File: src/rtl/txenc_fm0_miller_if.sv
// Frame generator <-> line encoder bundle for txenc_fm0_miller.
// The frame generator is the master; the encoder is the slave.
interface txenc_fm0_miller_if;
    logic       st_enc;
    logic       en_fm0;
    logic [1:0] m;
    logic       trext;
    logic       send_data;
    logic       fg_complete;
    logic       clk_frm;
    logic       rpy_out;
    logic       enc_done;

    modport master (
        output st_enc, en_fm0, m, trext, send_data, fg_complete,
        input  clk_frm, rpy_out, enc_done
    );

    modport slave (
        input  st_enc, en_fm0, m, trext, send_data, fg_complete,
        output clk_frm, rpy_out, enc_done
    );
endinterface

File: src/rtl/txenc_fm0_miller.sv
// FM0 / Miller (M=2,4,8) backscatter line encoder with bit clock and dummy-1 end-of-signaling.
// Optional macro FM0_VIOLATION_EN: suppress the FM0 boundary inversion on the preamble violation bit.
module txenc_fm0_miller #(
    parameter int CNTW = 5,
    parameter int BITW = 5
) (
    input  logic                clk_blf,
    input  logic                rst_for_new_package,
    txenc_fm0_miller_if.slave   bus
);

    typedef enum logic [1:0] {IDLE, ENC, DONE} state_t;

    state_t            state_q, state_d;
    logic [CNTW-1:0]   tcnt_q, tcnt_d;
    logic [BITW-1:0]   bcnt_q, bcnt_d;
    logic              lvl_q, lvl_d;
    logic              pb_q, pb_d;
    logic              bit_q, bit_d;
    logic              last_q, last_d;
    logic              clk_frm_q, clk_frm_d;
    logic              rpy_q, rpy_d;
    logic              done_q, done_d;

    logic [CNTW-1:0]   last_tick;
    logic [CNTW-1:0]   half_tick;
    logic              boundary;
    logic              viol_bit;
    logic              encode;
    logic              active;
    logic              cur_bit;

    // Ticks per bit: 2 for FM0, 2M for Miller.
    always_comb begin
        last_tick = CNTW'(3);
        half_tick = CNTW'(2);
        if (bus.en_fm0) begin
            last_tick = CNTW'(1);
            half_tick = CNTW'(1);
        end else begin
            case (bus.m)
                2'b10: begin
                    last_tick = CNTW'(7);
                    half_tick = CNTW'(4);
                end
                2'b11: begin
                    last_tick = CNTW'(15);
                    half_tick = CNTW'(8);
                end
                default: begin
                    last_tick = CNTW'(3);
                    half_tick = CNTW'(2);
                end
            endcase
        end
    end

    assign boundary = (tcnt_q == '0);

`ifdef FM0_VIOLATION_EN
    assign viol_bit = (bcnt_q == (bus.trext ? BITW'(16) : BITW'(4)));
`else
    logic unused_trext;
    assign unused_trext = bus.trext;
    assign viol_bit     = 1'b0;
`endif

    always_comb begin
        state_d   = state_q;
        tcnt_d    = tcnt_q;
        bcnt_d    = bcnt_q;
        lvl_d     = lvl_q;
        pb_d      = pb_q;
        bit_d     = bit_q;
        last_d    = last_q;
        encode    = 1'b0;
        cur_bit   = bit_q;

        unique case (state_q)
            IDLE: begin
                if (boundary && bus.st_enc) begin
                    state_d = ENC;
                    encode  = 1'b1;
                end
            end
            ENC: begin
                if (boundary) begin
                    if (last_q) begin
                        state_d = DONE;
                    end else begin
                        encode = 1'b1;
                    end
                end
            end
            DONE: begin
            end
            default: state_d = IDLE;
        endcase

        // A new bit is latched at every boundary that starts an encoded bit period.
        if (encode) begin
            cur_bit = bus.send_data;
            bit_d   = bus.send_data;
            last_d  = bus.fg_complete;
            if (bcnt_q != '1) begin
                bcnt_d = bcnt_q + BITW'(1);
            end
        end

        active = (state_d == ENC);

        if (active) begin
            if (boundary) begin
                if (bus.en_fm0) begin
                    if (!viol_bit) begin
                        lvl_d = ~lvl_q;
                    end
                end else begin
                    if (!cur_bit && !pb_q) begin
                        lvl_d = ~lvl_q;
                    end
                    pb_d = cur_bit;
                end
            end else if (tcnt_q == half_tick) begin
                if (bus.en_fm0 ? !cur_bit : cur_bit) begin
                    lvl_d = ~lvl_q;
                end
            end
        end

        if (state_d != DONE) begin
            tcnt_d = (tcnt_q >= last_tick) ? '0 : tcnt_q + CNTW'(1);
        end

        // Miller subcarrier is high on even ticks.
        clk_frm_d = (state_d != DONE) && (tcnt_q >= half_tick);
        rpy_d     = active && (bus.en_fm0 ? lvl_d : (lvl_d ^ ~tcnt_q[0]));
        done_d    = done_q || (state_d == DONE);
    end

    always_ff @(posedge clk_blf or posedge rst_for_new_package) begin
        if (rst_for_new_package) begin
            state_q   <= IDLE;
            tcnt_q    <= '0;
            bcnt_q    <= '0;
            lvl_q     <= 1'b0;
            pb_q      <= 1'b1;
            bit_q     <= 1'b0;
            last_q    <= 1'b0;
            clk_frm_q <= 1'b0;
            rpy_q     <= 1'b0;
            done_q    <= 1'b0;
        end else begin
            state_q   <= state_d;
            tcnt_q    <= tcnt_d;
            bcnt_q    <= bcnt_d;
            lvl_q     <= lvl_d;
            pb_q      <= pb_d;
            bit_q     <= bit_d;
            last_q    <= last_d;
            clk_frm_q <= clk_frm_d;
            rpy_q     <= rpy_d;
            done_q    <= done_d;
        end
    end

    assign bus.clk_frm  = clk_frm_q;
    assign bus.rpy_out  = rpy_q;
    assign bus.enc_done = done_q;

endmodule
File: src/flat_wrapper.sv
// flat-port wrapper written by rule: the top's interface ports become plain ports
module txenc_fm0_miller_flat 
#(
    parameter int CNTW = 5,
    parameter int BITW = 5
)
  (clk_blf, rst_for_new_package, bus_st_enc, bus_en_fm0, bus_m, bus_trext, bus_send_data, bus_fg_complete, bus_clk_frm, bus_rpy_out, bus_enc_done);
  txenc_fm0_miller_if bus_i ();
  input  logic clk_blf;
  input  logic rst_for_new_package;
  input wire logic [$bits(bus_i.st_enc)-1:0] bus_st_enc;
  input wire logic [$bits(bus_i.en_fm0)-1:0] bus_en_fm0;
  input wire logic [$bits(bus_i.m)-1:0] bus_m;
  input wire logic [$bits(bus_i.trext)-1:0] bus_trext;
  input wire logic [$bits(bus_i.send_data)-1:0] bus_send_data;
  input wire logic [$bits(bus_i.fg_complete)-1:0] bus_fg_complete;
  output wire logic [$bits(bus_i.clk_frm)-1:0] bus_clk_frm;
  output wire logic [$bits(bus_i.rpy_out)-1:0] bus_rpy_out;
  output wire logic [$bits(bus_i.enc_done)-1:0] bus_enc_done;
  assign bus_i.st_enc = bus_st_enc;
  assign bus_i.en_fm0 = bus_en_fm0;
  assign bus_i.m = bus_m;
  assign bus_i.trext = bus_trext;
  assign bus_i.send_data = bus_send_data;
  assign bus_i.fg_complete = bus_fg_complete;
  assign bus_clk_frm = bus_i.clk_frm;
  assign bus_rpy_out = bus_i.rpy_out;
  assign bus_enc_done = bus_i.enc_done;
  txenc_fm0_miller #(.CNTW(CNTW), .BITW(BITW)) u_core (.clk_blf(clk_blf), .rst_for_new_package(rst_for_new_package), .bus(bus_i));
endmodule
File: config.mk
export PLATFORM = sky130hd
export DESIGN_NAME = txenc_fm0_miller_flat
export DESIGN_NICKNAME = d
export VERILOG_FILES = /design/src/rtl/txenc_fm0_miller_if.sv /design/src/rtl/txenc_fm0_miller.sv /design/src/flat_wrapper.sv
export SDC_FILE = /design/constraint.sdc
export NUM_CORES = 1
export LEC_CHECK = 0
export CAP_MARGIN = 5
export CORE_MARGIN = 2
export CORE_UTILIZATION = 57
export DETAILED_ROUTE_END_ITERATION = 6
export PLACE_DENSITY = 0.88
export SLEW_MARGIN = 20
export SYNTH_ARGS = -nofsm -noshare
export SYNTH_HDL_FRONTEND = slang
export SYNTH_SLANG_ARGS = --single-unit
File: constraint.sdc
create_clock -name clk_blf -period 2.91 [get_ports clk_blf]
set_input_delay 0.582 -clock clk_blf [delete_from_list [all_inputs] [get_ports clk_blf]]
set_output_delay 0.582 -clock clk_blf [all_outputs]
set_load 0.03 [all_outputs]
### After elaboration in Yosys (flattened, before gate mapping)

Index checks and enable logic that the tools add are counted.

* output and inout port bits: 3
* input bits: 9
* word-level logic and storage cells: 56
* bits in registers: 14

* equality and inequality tests: 8
* $add $sub $neg: 1
* mux-type cells: 22
* order comparisons: 2
* bitwise logic cells: 4
* reduce and logical (&&, ||, !) cells: 10

Operator list (number)
* 4-bit one-hot mux with 2 select lines: 2
* 1-bit 2-to-1 mux: 12
* 2-bit equality test (second input constant): 4
* 4-bit 2-to-1 mux: 2
* 2-bit 2-to-1 mux: 3
* 2-bit one-hot mux with 3 select lines: 1
* 5-bit by 1-bit adder with 5-bit output (second input constant): 1
* 5-bit by 4-bit equality test with 1-bit output: 1
* 5-bit by 4-bit greater-or-equal comparator with 1-bit output: 1
* 5-bit greater-or-equal comparator: 1
* 5-bit logical NOT: 1
* 5-bit 2-to-1 mux: 1
* 2-bit by 1-bit equality test with 1-bit output (second input constant): 2
* 1-bit logical AND: 4
* 1-bit inverter: 3
* 3-bit AND reduction: 1
* 1-bit logical NOT: 2
* 2-bit logical NOT: 1
* 2-bit inequality test (second input constant): 1
* 1-bit one-hot mux with 2 select lines: 1
* 1-bit logical OR: 1
* 1-bit XOR: 1

### Longest topological paths before layout

Gate-level depths: netlist (run 1).

* depth in word-level cells: 14
* gate-level depth with buffers: 8
* gate-level depth less buffers: 8

### Worst setup path after synthesis (run 1)

OpenSTA, ideal clock, no wires.

* path kind: input to register
* from: in bus_en_fm0
* to: reg u_core.lvl_q
* path buffers: 0
* cell stages on the path: 7
* required time: 2.780 ns
* setup time: 0.130 ns
* arrival: 1.901 ns
* slack: 0.879 ns
* path through: nand2b_1 -> or2_2 -> ha_1 -> and3_1 -> a41oi_1 -> a211oi_2 -> xor2_1

* cells in the longest elaborated chain, start to end: 5
* elaborated cells on any way between the ends: 8
* those cells by class: eq/ne: 1; mux: 7

RTL lines
* from (decl): line flat_wrapper.sv:12 `input wire logic [$bits(bus_i.en_fm0)-1:0] bus_en_fm0;`
* 4-bit 2-to-1 mux or 1-bit 2-to-1 mux (tied branches): line txenc_fm0_miller.sv:37, txenc_fm0_miller.sv:125
* 5-bit by 4-bit equality test with 1-bit output or 1-bit 2-to-1 mux (tied branches): line txenc_fm0_miller.sv:124, txenc_fm0_miller.sv:125
* 1-bit 2-to-1 mux: line txenc_fm0_miller.sv:124 `end else if (tcnt_q == half_tick) begin`
* 1-bit 2-to-1 mux *: line txenc_fm0_miller.sv:113 `if (boundary) begin`
* 1-bit 2-to-1 mux *: line txenc_fm0_miller.sv:112 `if (active) begin`
* named net u_core.lvl_d: line txenc_fm0_miller.sv:17 `logic lvl_q, lvl_d;`
* to (signal assigned): line txenc_fm0_miller.sv:157 `lvl_q <= lvl_d;`
* to (decl): line txenc_fm0_miller.sv:17

The timed path passes the listed nets; every way through them passes the cells marked *.
A chain may end at the register's enable or synchronous reset.

### Final worst setup path (run 1)

* from: in bus_m[1]
* to: reg u_core.rpy_q, in the netlist u_core.bus.rpy_out

* cells in the longest elaborated chain, start to end: 10
* elaborated cells on any way between the ends: 11
* those cells by class: eq/ne: 3; mux: 6; bitwise: 1; reduce/logical: 1

RTL lines
* from (decl): line flat_wrapper.sv:13 `input wire logic [$bits(bus_i.m)-1:0] bus_m;`
* 2-bit equality test: line txenc_fm0_miller.sv:41 `case (bus.m)`
* 4-bit one-hot mux with 2 select lines *: line txenc_fm0_miller.sv:41
* 4-bit 2-to-1 mux *: line txenc_fm0_miller.sv:37 `if (bus.en_fm0) begin`
* 5-bit by 4-bit equality test with 1-bit output *: line txenc_fm0_miller.sv:124
* 1-bit 2-to-1 mux *: line txenc_fm0_miller.sv:124
* 1-bit 2-to-1 mux *: line txenc_fm0_miller.sv:113
* 1-bit 2-to-1 mux *: line txenc_fm0_miller.sv:112
* 1-bit XOR: line txenc_fm0_miller.sv:137 `rpy_d = active && (bus.en_fm0 ? lvl_d : (lvl_d ^ ~tcnt_q[0]));`
* 1-bit 2-to-1 mux *: line txenc_fm0_miller.sv:137
* 1-bit logical AND *: line txenc_fm0_miller.sv:137
* named net u_core.rpy_d: line txenc_fm0_miller.sv:22 `logic rpy_q, rpy_d;`
* to (signal assigned): line txenc_fm0_miller.sv:162 `rpy_q <= rpy_d;`
* to (decl): line txenc_fm0_miller.sv:22

Marks and branches as above.

==> results.py, run 1 <==
metrics = {
    "worst_setup_path": {
        "max_stage_delay_ps": 490,
        "path_delay_family": "simple AND/OR/NAND/NOR gates",
        "cp-start-kind": "primary input",
        "cp_num_buf_inv": 1,
        "cp-end-kind": "register",
        "path_class": "primary input to register",
        "crit_path_max_fanout": 3,
        "crit_path_cell_trace": "clkdlybuf4s50_1 > nand2b_1 > or2_2 > ha_1 > and3_1 > a41oi_1 > a21oi_1 > mux2i_1",
        "crit_arrival_ps": 2500,
        "r2r_slack_ps": 760,
        "cp_slowest_cell": "clkdlybuf4s50_1",
        "required_ps": 3110,
    },
    "floorplanning": {
        "ios": 12,
        "die_x_um": 43.65,
        "core.rowCount": 14,
        "dieArea_um2": 1905,
        "core_area_um2": 1489,
        "die_height_um": 43.65,
        "initial_core_util_pct": 60.17,
    },
    "min_path": {
        "hold_path.class": "register to register",
    },
    "layout": {
        "num_antenna_cells": 0,
        "final_core_util_pct": 71.68,
        "regArea_um2": 351.6,
        "layout-area-overhead-vs-synth_pct": 19.13,
        "layout_common_cells": "dfrtp_1, clkdlybuf4s50_1, inv_1, nand2_1, ha_1",
        "finalNetCount": 129,
        "layout_commonest_cell": "dfrtp_1",
        "multi_input_area_um2": 506.7,
        "drive_above_1_share_pct": 15.32,
        "fillers": 114,
    },
    "routing": {
        "wl_met1_um": 781,
        "wl_per_cell_um": 14.11,
        "dr_wl_met2_um": 897,
        "vias": 743,
        "avgViaCountPerCell": 5.850,
        "firstDrtPassIters": 4,
        "dr.max_layer_used": "met4",
        "drc_errors": 0,
        "routed_wl_mm": 1.792,
        "first_iter_violations": 16,
        "wl_met3_um": 88,
        "final_antenna_net_count": 0,
    },
    "power": {
        "vdd_drop_max_mv": 0.7739,
        "powerDensity_nw_per_um2": 1111,
        "leakagePower_nw": 0.4950,
    },
    "synth": {
        "ys_ff_latch": 14,
        "syn_area_um2": 895.9,
        "yosysSeqAreaShare_pct": 39.25,
        "ys_warn_count": 0,
        "synth_nets": 112,
        "ys_types": 32,
        "syn_inst": 95,
        "synth.avg_cell_area_um2": 9.430,
    },
    "clock_tree": {
        "root_buffer": "clkbuf_4",
        "clk_pin_slew_ps": 90,
        "cts_made_buffers": 3,
        "cts_hold_buf": 0,
        "clock_latency_ps": 280,
        "cts_sinks": 14,
        "cts_resized": 0,
        "h-tree-depth": 1,
        "cts_tree": "yes",
        "clockBufferDepth": 2,
        "cts_setup_buffers": 0,
    },
    "run": {
        "cap_violations": 0,
    },
    "grt": {
        "grt_pass1_wl_mm": 3.215,
        "grt_pass1_vias": 735,
        "grt_start_max_net_pins": 15,
        "track_usage_pct": 22.72,
        "gr-total-overflow": 0,
        "antenna_found_initial": 0,
    },
    "sta": {
        "maxSlewViolCount": 0,
        "finalCriticalPeriod_ps": 2301,
        "slew_headroom_pct": 58.30,
        "hold_viol_final": 0,
        "clock.fmax_ghz": 0.4345,
        "setup_violations": 0,
        "rsz0062_at_grt": "false",
        "tns_ps": 0,
        "max_slew.worst_pin.slew_ps": 622.5,
        "hold_ws_ps": 488.1,
        "clock_skew_ps": 7.160,
        "fin_crit_sh_pct": 79.09,
    },
    "placement": {
        "place.gp.congestion": 0.8088,
        "hpwl_mm": 1.356,
        "io_buffer_count": 10,
    },
    "outcome": {
        "status": "finished clean",
    },
}
==> metrics by stage <==
stage	cell area, um2	power, W	std cells	setup slack, ps
after floorplan	895.9	0.0008542	95	879.1
after global placement	1031	0.001010	123	339.2
after detailed placement	1031	0.001038	123	317.8
after CTS	1067	0.001186	127	614.3
after global routing	1067	0.001285	127	492.9
final	1067	0.001186	127	608.5
==> worst reg2reg max path, delay by kind of cell (launching register included) <==
kind                     cells  cell delay, ps
adder cells (fa/ha/maj)      1             170
AO/OA/AOI/OAI                2             410
AND/OR/NAND/NOR              3             710
buffers and inverters        2             310
flip-flops                   1             470
==> state kept, by name, summed over array words and instances, names as in the netlist <==
register	flops
u_core.pb_q	1
u_core.bit_q	1
u_core.state_q	2
u_core.bus.enc_done	1
u_core.bus.clk_frm	1
u_core.bus.rpy_out	1
u_core.last_q	1
u_core.lvl_q	1
u_core.tcnt_q	5
==> cells in the mapped netlist <==
cell type | n | area [um2]
ha_1 | 8 | 100.1
nor2_1 | 6 | 22.52
nand4b_1 | 1 | 8.760
nand2b_1 | 5 | 31.28
xor2_1 | 3 | 26.28
and2_1 | 1 | 6.260
a21oi_1 | 7 | 35.03
inv_1 | 9 | 33.78
dfrtp_1 | 13 | 325.3
nand3_1 | 2 | 10.01
nor2_2 | 1 | 6.260
and3_1 | 1 | 6.260
a41oi_1 | 1 | 8.760
or2_0 | 1 | 6.260
nand4_1 | 2 | 12.51
a21o_1 | 3 | 22.52
or4b_4 | 1 | 13.76
nor4b_1 | 1 | 8.760
mux2_2 | 2 | 22.52
o21ai_0 | 4 | 20.02
inv_2 | 1 | 3.750
or3_1 | 1 | 6.260
o221ai_2 | 1 | 15.01
a31oi_1 | 2 | 12.51
dfstp_2 | 1 | 26.28
a211oi_2 | 1 | 12.51
a211oi_1 | 2 | 15.01
nand2_1 | 8 | 30.03
mux2i_1 | 1 | 10.01
or2_2 | 2 | 12.51
nor3_2 | 1 | 10.01
nand3b_1 | 2 | 15.01
==> final cells by class <==
| type | instances | share of cell area [%] |
|---|---|---|
| Timing Repair Buffer | 12 | 10.79 |
| Clock buffer | 4 | 3.400 |
| Sequential cell | 14 | 32.94 |
| Multi-Input combinational cell | 71 | 47.48 |
| Inverter | 10 | 3.517 |
| Tap cell | 16 | 1.876 |
==> path summary, 6_finish.rpt <==
check                           cells past startpoint                start             endpoint
worst max-delay path                                8             bus_m[1]   u_core.bus.rpy_out
worst min-delay path                                1  u_core.bus.enc_done  u_core.bus.enc_done
worst max register to register                      8     u_core.tcnt_q[0]     u_core.tcnt_q[4]
worst min register to register                      1  u_core.bus.enc_done  u_core.bus.enc_done
max in group asynchronous                           2  rst_for_new_package          u_core.pb_q
min in group asynchronous                           2  rst_for_new_package  u_core.bus.enc_done
==> report_power, final <==
part,leakage [nW],total (W),switching [W],internal [W]
clock network,0.0210,0.000140,0.0000634,0.0000761
registers,0.173,0.000387,0.0000980,0.000289
logic,0.301,0.000659,0.000356,0.000303
==> metal layers <==
layer	vias to the layer above	GRT usage [%]
met5	-	0
met3	4	4.167
met4	0	9.091
met2	18	37.06
li1	367	-
met1	354	29.76
==> logic make-up (layout without fill, tap and decap cells) <==
kind of cell,after synthesis,in the layout,share of synthesized area (%)
AO/OA/AOI/OAI,21,21,15.78
adder cells (fa/ha/maj),8,8,11.17
multiplexers,3,3,3.631
buffers and inverters,10,26,4.189
XOR/XNOR,3,3,2.933
AND/OR/NAND/NOR,36,36,23.05
flip-flops,14,14,39.25
Power figures use the tool's default switching activity.
==> inputs of run 2 (changes only) <==
- CORE_UTILIZATION: 57 -> 53
- PLACE_DENSITY: 0.88 -> 0.83
- clock period: 2.91 -> 2.3 ns (I/O delays scaled with it)
==> results.py, run 2 (same netlist as run 1, synthesis figures left out) <==
metrics = {
    "power": {
        "vdd_drop_max_mv": 0.7522,
        "power.share.clock_pct": 11.5,
        "switchingPower_w": 0.0006788,
        "comb_power_share_pct": 57.9,
        "leakagePower_nw": 0.5141,
        "p_int_w": 0.0008780,
        "seqPwrFrac_pct": 30.6,
        "p_sw_share_pct": 43.60,
        "powerDensity_nw_per_um2": 1409,
    },
    "clock_tree": {
        "cts_setup_buffers": 0,
        "clk_pin_slew_ps": 80,
        "cts_sinks": 14,
        "cts_tree": "yes",
        "clockBufferDepth": 2,
        "root_buffer": "clkbuf_4",
        "cts_hold_buf": 0,
        "cts_made_buffers": 3,
        "clock_latency_ps": 290,
        "h-tree-depth": 1,
    },
    "layout": {
        "reg.largest.list": "u_core.tcnt_q x5, u_core.state_q x2",
        "drive_above_1_share_pct": 19.13,
        "layout-area-overhead-vs-synth_pct": 23.32,
        "design_area_um2": 1105,
        "fillers": 128,
        "num_antenna_cells": 0,
        "layout_common_cells": "dfrtp_1, clkdlybuf4s50_1, inv_1, nand2_1, ha_1",
        "largest_reg_flops": 5,
        "finalNetCount": 133,
        "layout_commonest_cell": "dfrtp_1",
        "top_register": "u_core.tcnt_q",
    },
    "grt": {
        "use_met1_pct": 28.35,
        "grt_start_max_net_pins": 15,
        "met3_usage_pct": 4.800,
        "antenna_found_initial": 0,
        "use_met2_pct": 39.71,
        "grt_pass1_vias": 786,
        "grt-busiest-layer": "met2",
        "track_usage_pct": 23.64,
        "grt_pass1_wl_mm": 3.346,
        "gr-total-overflow": 0,
    },
    "sta": {
        "hold_viol_final": 0,
        "rsz0062_at_grt": "false",
        "maxSlewViolCount": 0,
        "clock_skew_ps": 1.543,
        "slew_headroom_pct": 56.43,
        "setup_violations": 0,
        "finalCriticalPeriod_ps": 2187,
        "fin_crit_sh_pct": 95.08,
        "tns_ps": 0,
        "max_slew.worst_pin.slew_ps": 644.4,
        "clock.fmax_ghz": 0.4573,
    },
    "floorplanning": {
        "die_x_um": 45.12,
        "core_area_um2": 1541,
        "ios": 12,
        "dieArea_um2": 2035,
        "core.rowCount": 14,
        "die_height_um": 45.12,
        "initial_core_util_pct": 58.12,
    },
    "routing": {
        "avgViaCountPerCell": 5.840,
        "wl_per_cell_um": 14.71,
        "final_antenna_net_count": 0,
        "firstDrtPassIters": 4,
        "drc_errors": 0,
        "routed_wl_mm": 1.927,
        "vias": 765,
        "first_iter_violations": 21,
    },
    "worst_setup_path": {
        "max_stage_delay_ps": 430,
        "required_ps": 2510,
        "crit_path_max_fanout": 2,
        "cp_slowest_cell": "clkdlybuf4s50_1",
        "cp-start-kind": "primary input",
        "crit_arrival_ps": 2400,
        "cp-end-kind": "register",
        "path_delay_family": "simple AND/OR/NAND/NOR gates",
        "path_class": "primary input to register",
        "cp_num_buf_inv": 1,
        "crit_path_cell_trace": "clkdlybuf4s50_1 > nand2b_1 > or2_2 > ha_1 > and3_1 > a41oi_2 > a21oi_1 > mux2i_1",
    },
    "outcome": {
        "status": "finished clean",
    },
    "run": {
        "cap_violations": 0,
    },
    "placement": {
        "place.gp.congestion": 0.8108,
        "dpl_cell_area_um2": 1061,
        "io_buffer_count": 10,
        "hpwl_mm": 1.494,
    },
    "min_path": {
        "hold_path.class": "register to register",
    },
}
==> run 2: changes by cell type in the layout (fill, tap and decap cells not counted), sizes merged <==
cell / previous run / this run
buf: 2 / 6
==> run 2: layer usage <==
layer  share of wire, %  up-vias
met5                  0        -
li1                   -      373
met3                5.2        5
met4                2.1        0
met1                 44      364
met2                 49       23
==> run 2: worst register-to-register path: cells and delay by family (launching register included) <==
family,cells,cell delay [ps]
adder cells (fa/ha/maj),1,160
AO/OA/AOI/OAI,2,410
XOR/XNOR,1,150
flip-flops,1,450
AND/OR/NAND/NOR,2,670
buffers and inverters,1,100
==> run 2: through the flow <==
step / instances / power [W] / hold slack [ps] / worst slack (ps) / util (%)
2_1_floorplan: 95 / 0.001081 / 348.5 / 391.1 / -
3_3_place_gp: 127 / 0.001310 / 452.5 / -136.9 / 68.83
3_5_place_dp: 127 / 0.001358 / 458.1 / -196.1 / 68.83
4_1_cts: 131 / 0.001546 / 479.5 / 91.79 / 71.19
5_1_grt: 131 / 0.001686 / 485.6 / 2.161 / 71.67
6_report: 131 / 0.001557 / 483.6 / 113.1 / 71.67
==> run 2: repair_timing <==
action	CTS	global route
endpoints found under the hold margin	0	0
resized for setup	0	1
setup endpoints to repair	0	2
==> run 2: worst paths after layout <==
kind / start / end / slack, ps / depth (start not counted)
max: bus_en_fm0 / u_core.bus.rpy_out / 110 / 8
min: u_core.bus.enc_done / u_core.bus.enc_done / 480 / 1
max reg2reg: u_core.tcnt_q[1] / u_core.lvl_q / 240 / 7
min reg2reg: u_core.bus.enc_done / u_core.bus.enc_done / 480 / 1
max in group asynchronous: rst_for_new_package / u_core.pb_q / 1430 / 2
min in group asynchronous: rst_for_new_package / u_core.lvl_q / 510 / 2
==> run 2: area by class of cell <==
type	count	area, um2	share of cell area, %
sequential	14	351.6	31.82
timing repair buffer	16	145.1	13.14
tap	16	20.02	1.812
clock buffer	4	36.28	3.284
inverter	10	37.54	3.398
multi-input combinational	71	514.2	46.55
==> run 2: power groups by stage <==
stage / Sequential (W) / Combinational [W] / Clock (W)
2_1_floorplan: 0.000507 / 0.000573 / 0
3_3_place_gp: 0.000471 / 0.000839 / 0
3_5_place_dp: 0.000479 / 0.000879 / 0
4_1_cts: 0.000473 / 0.000889 / 0.000183
5_1_grt: 0.000490 / 0.00100 / 0.000194
6_report: 0.000477 / 0.000901 / 0.000179
